--- src/rtl/board_pkg.sv ---
// board_pkg: shared timing helpers for board input conditioning and game timing
package board_pkg;
  function automatic int db_cycles(input int clk_mhz, input int debounce_us);
    return clk_mhz * debounce_us;
  endfunction
  // Counter must hold DB_CYCLES without wrapping; a floor of 1 bit keeps bad configs elaborating to the error check
  function automatic int cnt_width(input int db);
    return (db < 1) ? 1 : $clog2(db + 1);
  endfunction
endpackage

--- src/rtl/key_debounce.sv ---
// key_debounce: two-flop synchroniser plus stable-time debouncer for one push-button
// Ports: clk_i clock; rst_i active-high reset, async assert; key_i raw level;
//        level_o debounced level (1 = pressed); press_o / release_o one-cycle edge pulses.
module key_debounce
  import board_pkg::*;
#(
  parameter int DB_CYCLES      = 4,
  parameter bit KEY_ACTIVE_LOW = 1'b1
) (
  input  logic clk_i,
  input  logic rst_i,
  input  logic key_i,
  output logic level_o,
  output logic press_o,
  output logic release_o
);
  localparam int CW = cnt_width(DB_CYCLES);
  logic [1:0]    sync_q;
  logic [CW-1:0] cnt_q, cnt_d;
  logic          level_q, level_d, press_q, press_d, release_q, release_d;
  logic          pressed, differ, done;
  always_comb begin
    pressed   = sync_q[1] ^ KEY_ACTIVE_LOW;
    differ    = pressed != level_q;
    done      = differ && (cnt_q == CW'(DB_CYCLES - 1));
    cnt_d     = (differ && !done) ? cnt_q + 1'b1 : '0;
    level_d   = done ? pressed : level_q;
    press_d   = done && pressed;
    release_d = done && !pressed;
  end
  // Sync flops reset to the released raw level so a held key is seen as a fresh press after reset
  always_ff @(posedge clk_i or posedge rst_i) begin
    if (rst_i) begin
      sync_q    <= {2{KEY_ACTIVE_LOW}};
      cnt_q     <= '0;
      level_q   <= 1'b0;
      press_q   <= 1'b0;
      release_q <= 1'b0;
    end else begin
      sync_q    <= {sync_q[0], key_i};
      cnt_q     <= cnt_d;
      level_q   <= level_d;
      press_q   <= press_d;
      release_q <= release_d;
    end
  end
  assign level_o   = level_q;
  assign press_o   = press_q;
  assign release_o = release_q;
endmodule

--- src/rtl/board_input_conditioner.sv ---
// board_input_conditioner: reset synchroniser and per-key debouncers for board push-buttons
// Ports: clk_i system clock; rst_n_i async active-low board reset; keys_i raw buttons;
//        rst_o core reset (async assert, sync release); keys_o debounced levels;
//        key_press_o / key_release_o one-cycle edge pulses per key.
module board_input_conditioner
  import board_pkg::*;
#(
  parameter int CLK_MHZ        = 50,
  parameter int N_KEYS         = 2,
  parameter int DEBOUNCE_US    = 10000,
  parameter bit KEY_ACTIVE_LOW = 1'b1,
  parameter int RST_STAGES     = 2
) (
  input  logic              clk_i,
  input  logic              rst_n_i,
  input  logic [N_KEYS-1:0] keys_i,
  output logic              rst_o,
  output logic [N_KEYS-1:0] keys_o,
  output logic [N_KEYS-1:0] key_press_o,
  output logic [N_KEYS-1:0] key_release_o
);
  localparam int DB_CYCLES = db_cycles(CLK_MHZ, DEBOUNCE_US);
  if (DB_CYCLES < 1) begin : g_bad_db
    $error("DB_CYCLES must be at least 1");
  end
  if (N_KEYS < 1) begin : g_bad_keys
    $error("N_KEYS must be at least 1");
  end
  if (RST_STAGES < 2) begin : g_bad_rst
    $error("RST_STAGES must be at least 2");
  end
  logic [RST_STAGES-1:0] rst_sync_q;
  always_ff @(posedge clk_i or negedge rst_n_i) begin
    if (!rst_n_i) rst_sync_q <= '1;
    else          rst_sync_q <= {rst_sync_q[RST_STAGES-2:0], 1'b0};
  end
  assign rst_o = rst_sync_q[RST_STAGES-1];
  for (genvar i = 0; i < N_KEYS; i++) begin : g_key
    key_debounce #(
      .DB_CYCLES     (DB_CYCLES),
      .KEY_ACTIVE_LOW(KEY_ACTIVE_LOW)
    ) u_key (
      .clk_i    (clk_i),
      .rst_i    (rst_o),
      .key_i    (keys_i[i]),
      .level_o  (keys_o[i]),
      .press_o  (key_press_o[i]),
      .release_o(key_release_o[i])
    );
  end
endmodule

--- config.mk ---
export PLATFORM = sky130hd
export DESIGN_NAME = board_input_conditioner
export DESIGN_NICKNAME = d
export VERILOG_FILES = /design/src/rtl/board_pkg.sv /design/src/rtl/key_debounce.sv /design/src/rtl/board_input_conditioner.sv
export SDC_FILE = /design/constraint.sdc
export NUM_CORES = 1
export LEC_CHECK = 0
export BUFFER_PORTS_ARGS = -buffer_cell sky130_fd_sc_hd__buf_2
export CORE_MARGIN = 1
export CORE_UTILIZATION = 35
export DETAILED_ROUTE_END_ITERATION = 8
export GPL_TIMING_DRIVEN = 0
export PLACE_DENSITY_LB_ADDON = 0.1
export SLEW_MARGIN = 20
export SYNTH_ARGS = -nofsm -noshare
export SYNTH_HDL_FRONTEND = slang
export SYNTH_SLANG_ARGS = --single-unit
--- constraint.sdc ---
create_clock -name clk_i -period 1.6 [get_ports clk_i]
set_input_delay 0.24 -clock clk_i [delete_from_list [all_inputs] [get_ports clk_i]]
set_output_delay 0.24 -clock clk_i [all_outputs]
set_load 0.01 [all_outputs]
==> results.py, run 1 <==
metrics = {
    "timing": {
        "timing.hold.ws_ns": 0.0223,
        "finalMaxSlewViolations": 0,
        "hold_viol": 0,
        "setup_viol": 40,
        "fmax_mhz": 568,
        "min_period_over_period_pct": 110,
        "setup_slack_ns": -0.161,
        "rsz0062_at_grt": "yes",
        "finalClockSkew_ns": 0.0169,
        "min_period_ns": 1.76,
    },
    "worst_setup_path": {
        "crit_buf_inv": 1,
        "crit_arrival_ns": 1.96,
        "path_cells": "or3b_4 -> nand4b_1 -> o21ai_4 -> buf_6 -> nor2_1",
        "max_stage_delay_ns": 0.42,
        "cp_top_family": "simple AND/OR/NAND/NOR gates",
        "criticalPathCategory": "reg2reg",
        "worstSetupStartpointType": "register",
        "crit_slowest_cell": "dfrtp_2",
        "cp_max_fo": 5,
        "worstPathRequired_ns": 1.80,
        "end_kind": "register",
    },
    "route": {
        "drtPass1Iterations": 6,
        "avgViaCountPerCell": 5.08,
        "ant_nets": 0,
        "drc": 6,
        "wl_per_cell_microns": 14.6,
        "routed_wl_mm": 5.34,
        "num_vias": 1859,
        "drtIter0Drc": 77,
    },
    "min_path": {
        "hp-class": "in2reg",
    },
    "finish": {
        "finalNetCount": 294,
        "fin_util_pct": 48.8,
        "area_growth_pct": 32.8,
        "drive_gt1_share_pct": 43.3,
        "n_antenna_cell": 0,
        "instances_no_fill": 366,
        "fillCellCount": 601,
        "multi_input_area_sq_um": 1240,
        "ff_latch_area_sq_um": 1270,
    },
    "clock_network": {
        "cts_buffers": 5,
        "clock_latency_ns": 0.31,
        "h-tree-depth": 2,
        "cts_num_sinks": 50,
        "clockBufferDepth": 2,
        "clk_pin_slew_worst_paths_ns": 0.10,
        "cts_root_buffer": "clkbuf_8",
        "cts_tree": "yes",
    },
    "yosys": {
        "muxShareOfSynthArea_pct": 0.422,
        "yosysTopAreaCell": "dfrtp_1",
        "synth_seq_area_share_pct": 53.1,
        "synth_top_area_share_pct": 46.4,
        "syn-cell-area_sq_um": 2370,
        "syn_inst": 236,
        "synth_compound_area_share_pct": 4.80,
        "synth_fa_ha_area_share_pct": 1.05,
        "synth_top_family_by_area": "simple AND/OR/NAND/NOR gates",
        "synth.distinct_cells": 35,
        "synth_fp_nets": 242,
        "syn_avg_cell_area_sq_um": 10.1,
        "synthTopCellsByArea": "dfrtp_1, xnor2_1, dfstp_2, nor2_1, nand3_1",
        "synthXorXnorAreaFrac_pct": 10.7,
        "yosys_warnings": 0,
        "yosys_register_bits": 50,
        "synth_simple_gate_area_share_pct": 25.7,
    },
    "pwr": {
        "leakage_nw": 1.26,
        "ir_drop_mv": 0.296,
        "fin_total_pwr_mw": 2.21,
        "powerDensity_nw_per_um2": 703,
    },
    "job": {
        "drv_cap": 0,
    },
    "place": {
        "place.gp.congestion": 0.756,
        "place_inst": 324,
        "dp_hpwl_mm": 3.13,
        "portBuffers": 10,
    },
    "floorplan": {
        "rows": 29,
        "core_area_sq_um": 6460,
        "die_area_sq_um": 7110,
        "start_util_pct": 36.7,
        "die_h_microns": 84.3,
        "die_w_microns": 84.3,
        "io_pins": 11,
    },
    "grt": {
        "grt_max_degree": 30,
        "overflow": 0,
        "grt_pass1_vias": 1864,
        "antenna_found_initial": 0,
        "grtUsageTotal_pct": 16.5,
        "grt_pass1_wl_mm": 9.09,
    },
    "status": {
        "failed_checks": "design-rule violations, negative setup slack",
        "run_status": "finished, violations left",
    },
}
-- timing repair --
action,in CTS,in global routing
resized for setup,41,26
setup endpoints to repair,44,44
gates cloned,3,0
hold endpoints to repair,2,0
hold buffers,1,0
setup buffers,23,7
pin swaps,19,7
-- where the power goes --
part	leakage (nW)	switching, mW	internal [mW]
Combinational	0.551	0.0804	0.0675
Sequential	0.663	0.0194	1.29
Clock	0.0456	0.445	0.313
-- registers in the layout, indices dropped and copies added, names as in the netlist --
| name | cells |
|---|---|
| g_key.u_key.sync_q | 4 |
| g_key.u_key.release_o | 2 |
| rst_sync_q | 2 |
| g_key.u_key.press_o | 2 |
| g_key.u_key.cnt_q | 38 |
| g_key.u_key.level_o | 2 |
-- layout by cell type (no fill, tap or decap), types with 4 or more instances in the layout --
cell      netlist  final
buf_2           0     10
xnor2_1        25     25
buf_4           8     33
nor3_1         12     11
nor2_1         37     13
clkbuf_8        0      6
nor4_2          0      4
nor2_2          0     22
dfrtp_2         0      6
dfrtp_1        44     38
and3_1          6      6
nand3_1        15     14
inv_1           8      7
dfstp_2         6      6
nand2_1        12     12
buf_6           0      7
o21ai_0         8      7
or3_1           4      4
xor2_1          4      4
nand4_1         7      7
-- Yosys cell counts --
cell type,count
dfrtp_1,44
nand4_2,1
nand4_1,7
nor4b_1,1
xnor2_1,25
nand3_1,15
mux2i_1,1
or3b_2,2
buf_4,8
nand2_1,12
conb_1,1
or2_0,1
and4bb_2,1
ha_1,2
or3_1,4
and3_1,6
nor3_1,12
a21oi_1,5
and4_1,1
or4_1,3
inv_1,8
nor2_1,37
or4_4,1
dfstp_2,6
o31ai_1,1
o221ai_1,1
nand4b_1,2
nor4bb_1,1
o21ai_2,2
o21ai_0,8
clkbuf_1,2
o211ai_1,1
nor4_1,9
xor2_1,4
a21o_1,1
-- layout make-up --
type / instances / area share, %
repair buffers: 45 / 11.0
flip-flops and latches: 50 / 40.2
multi-input cells: 168 / 39.3
inverters: 8 / 0.954
plain buffers: 10 / 2.74
clock buffers: 6 / 2.30
clock inverters: 2 / 0.437
well taps: 77 / 3.06
-- worst paths after layout --
path / from / endpoint / slack (ns) / depth (start not counted)
setup / recovery: g_key[0].u_key.cnt_q[6]$_DFF_PP0_ / g_key[0].u_key.cnt_q[15]$_DFF_PP0_ / -0.16 / 5
hold / removal: keys_i[1] / g_key[1].u_key.sync_q[0]$_DFF_PP1_ / 0.02 / 1
setup reg to reg: g_key[0].u_key.cnt_q[6]$_DFF_PP0_ / g_key[0].u_key.cnt_q[15]$_DFF_PP0_ / -0.16 / 5
hold reg to reg: rst_sync_q[1]$_DFF_PN1_ / g_key[1].u_key.cnt_q[15]$_DFF_PP0_ / 0.26 / 1
max in group asynchronous: rst_sync_q[1]$_DFF_PN1_ / g_key[0].u_key.sync_q[1]$_DFF_PP1_ / 0.75 / 2
min in group asynchronous: rst_sync_q[1]$_DFF_PN1_ / g_key[1].u_key.cnt_q[15]$_DFF_PP0_ / 0.26 / 1
-- per-stage QoR --
step	cell area [sq um]	setup slack [ns]	setup TNS, ns
CTS	3010	-0.132	-3.21
global route	3150	-0.226	-7.64
finish	3150	-0.161	-4.35
detailed placement	2570	-0.309	-9.60
global placement	2550	-0.515	-32.52
floorplan	2410	-0.0544	-0.584
-- per-layer routing --
layer  up-vias  track usage [%]  wire length, microns
li1        922                -                     -
met2        24             23.4                  2290
met1       906             24.3                  2830
met4         0             6.78                    87
met3         7             3.44                   134
met5         -                0                     0
-- logic make-up (layout without fill, tap and decap cells) --
kind of cell | Yosys count | in the layout
other cells | 1 | 1
compound gates | 19 | 19
simple gates | 116 | 116
flops | 50 | 50
mux | 1 | 1
xor+xnor | 29 | 29
buf+inv | 18 | 71
fa+ha+maj | 2 | 2
Note: power is estimated with default switching activity, not from simulation.
==> run 2, diff against run 1 <==
- CORE_UTILIZATION: 35 -> 29
==> run 2 against run 1 <==
The run ends with negative setup slack left. Total power is 5.8% higher. Worst setup slack better by 0.018 ns. Global-route usage is 2.4 points lower. Final cell count is 8.7% higher. Largest cell class is now multi-input combinational cells. Largest power group unchanged.
==> results.py, run 2 (synthesized netlist as in run 1, its figures left out) <==
metrics = {
    "finish": {
        "instances_no_fill": 398,
        "final_common_cell": "buf_4",
        "largest_reg_flops": 38,
        "top_regs": "g_key.u_key.cnt_q: 38 flops, g_key.u_key.sync_q: 4 flops",
        "n_antenna_cell": 0,
        "area_growth_pct": 40.0,
        "final_cell_mix": "buf_4, dfrtp_1, xnor2_1",
        "drive_gt1_share_pct": 47.6,
        "top_register": "g_key.u_key.cnt_q",
        "finalNetCount": 302,
    },
    "place": {
        "place_inst": 349,
        "dp_hpwl_mm": 3.33,
        "place.gp.congestion": 0.713,
        "portBuffers": 10,
    },
    "worst_setup_path": {
        "end_kind": "register",
        "worstSetupStartpointType": "register",
        "worstPathRequired_ns": 1.83,
        "cp_max_fo": 5,
        "crit_arrival_ns": 1.98,
        "criticalPathCategory": "reg2reg",
    },
    "clock_network": {
        "cts_tree": "yes",
        "h-tree-depth": 2,
        "clock_latency_ns": 0.30,
        "clk_pin_slew_worst_paths_ns": 0.10,
        "cts_buffers": 5,
        "cts_root_buffer": "clkbuf_8",
        "cts_num_sinks": 50,
        "clockBufferDepth": 2,
    },
    "timing": {
        "setup_viol": 38,
        "setup_slack_ns": -0.143,
        "worst_pin_slew_ns": 0.542,
        "timing.hold.ws_ns": 0.0254,
        "finalClockSkew_ns": 0.0151,
        "relSlewSlack_pct": 63.8,
        "rsz0062_at_grt": "yes",
        "hold_viol": 0,
        "finalMaxSlewViolations": 0,
        "fmax_mhz": 574,
        "min_period_ns": 1.74,
        "min_period_over_period_pct": 109,
    },
    "status": {
        "run_status": "finished, violations left",
        "failed_checks": "negative setup slack",
    },
    "floorplan": {
        "die_w_microns": 92.4,
        "die_area_sq_um": 8550,
        "start_util_pct": 30.4,
        "rows": 32,
        "core_area_sq_um": 7810,
        "die_h_microns": 92.4,
        "io_pins": 11,
    },
    "route": {
        "wl_per_cell_microns": 13.8,
        "drtIter0Drc": 52,
        "routed_wl_mm": 5.51,
        "avgViaCountPerCell": 4.83,
        "ant_nets": 0,
        "drc": 0,
        "num_vias": 1921,
        "drtPass1Iterations": 4,
    },
    "grt": {
        "grt_pass1_vias": 1857,
        "grtUsageTotal_pct": 14.0,
        "grt_pass1_wl_mm": 9.32,
        "overflow": 0,
        "antenna_found_initial": 0,
        "grt_max_degree": 27,
    },
    "pwr": {
        "powerDensity_nw_per_um2": 706,
        "leakage_nw": 1.33,
        "ir_drop_mv": 0.337,
    },
    "job": {
        "drv_cap": 0,
    },
    "min_path": {
        "hp-class": "in2reg",
    },
}
## run 2: layout make-up
type	instances	area [sq um]
Clock buffer	5	68.8
Multi-Input combinational cell	168	1290
Clock inverter	2	38.8
Fill cell	758	4490
Tap cell	102	128
Sequential cell	50	1270
Timing Repair Buffer	53	414
Buffer	10	86.3
Inverter	8	30.0
## run 2: metal layers
metal,track usage [%],vias to the layer above,part of all wire (%)
met2,20.5,27,44
met1,20.9,961,52
met5,0,-,0
met3,2.46,2,2.7
met4,4.30,0,0.76
li1,-,931,-
## run 2: repair_timing
item | 4_1_cts | 5_1_grt
pin swaps | 21 | 7
hold endpoints to repair | 2 | 0
gates resized for setup | 54 | 28
hold buffers | 1 | 0
buffers inserted | 33 | 6
gates cloned | 3 | 0
setup endpoints to repair | 44 | 44
## run 2: path summary, 6_finish.rpt
check | depth (start not counted) | slack, ns | end | startpoint
max | 4 | -0.14 | g_key[1].u_key.cnt_q[18]$_DFF_PP0_ | g_key[1].u_key.cnt_q[10]$_DFF_PP0_
min | 1 | 0.03 | g_key[0].u_key.sync_q[0]$_DFF_PP1_ | keys_i[0]
max reg2reg | 4 | -0.14 | g_key[1].u_key.cnt_q[18]$_DFF_PP0_ | g_key[1].u_key.cnt_q[10]$_DFF_PP0_
min reg2reg | 1 | 0.30 | g_key[0].u_key.cnt_q[16]$_DFF_PP0_ | rst_sync_q[1]$_DFF_PN1_
max in group asynchronous | 2 | 0.70 | g_key[1].u_key.sync_q[1]$_DFF_PP1_ | rst_sync_q[1]$_DFF_PN1_
min in group asynchronous | 1 | 0.30 | g_key[0].u_key.cnt_q[16]$_DFF_PP0_ | rst_sync_q[1]$_DFF_PN1_
## run 2: through the flow
stage	setup TNS (ns)	setup slack (ns)	power (mW)	instance area, sq um	utilization [%]
floorplan	-0.584	-0.0544	1.39	2410	-
global placement	-36.83	-0.588	1.42	2580	33.1
detailed placement	-9.18	-0.292	1.42	2610	33.4
CTS	-2.10	-0.130	2.38	3190	40.8
global route	-6.13	-0.210	2.46	3320	42.5
finish	-2.61	-0.143	2.34	3320	42.5
## run 2: critical path, cell delays in order (launching register included)
cell and delay [ns]:
dfrtp_2 0.43, nand4_2 0.20, or4_4 0.59, or3_4 0.34
a21oi_2 0.12
## run 2: where the power goes
group | switching [mW] | total (mW) | internal (mW) | leakage [nW]
logic | 0.0845 | 0.158 | 0.0731 | 0.619
clock network | 0.418 | 0.878 | 0.461 | 0.0542
registers | 0.0192 | 1.31 | 1.29 | 0.658
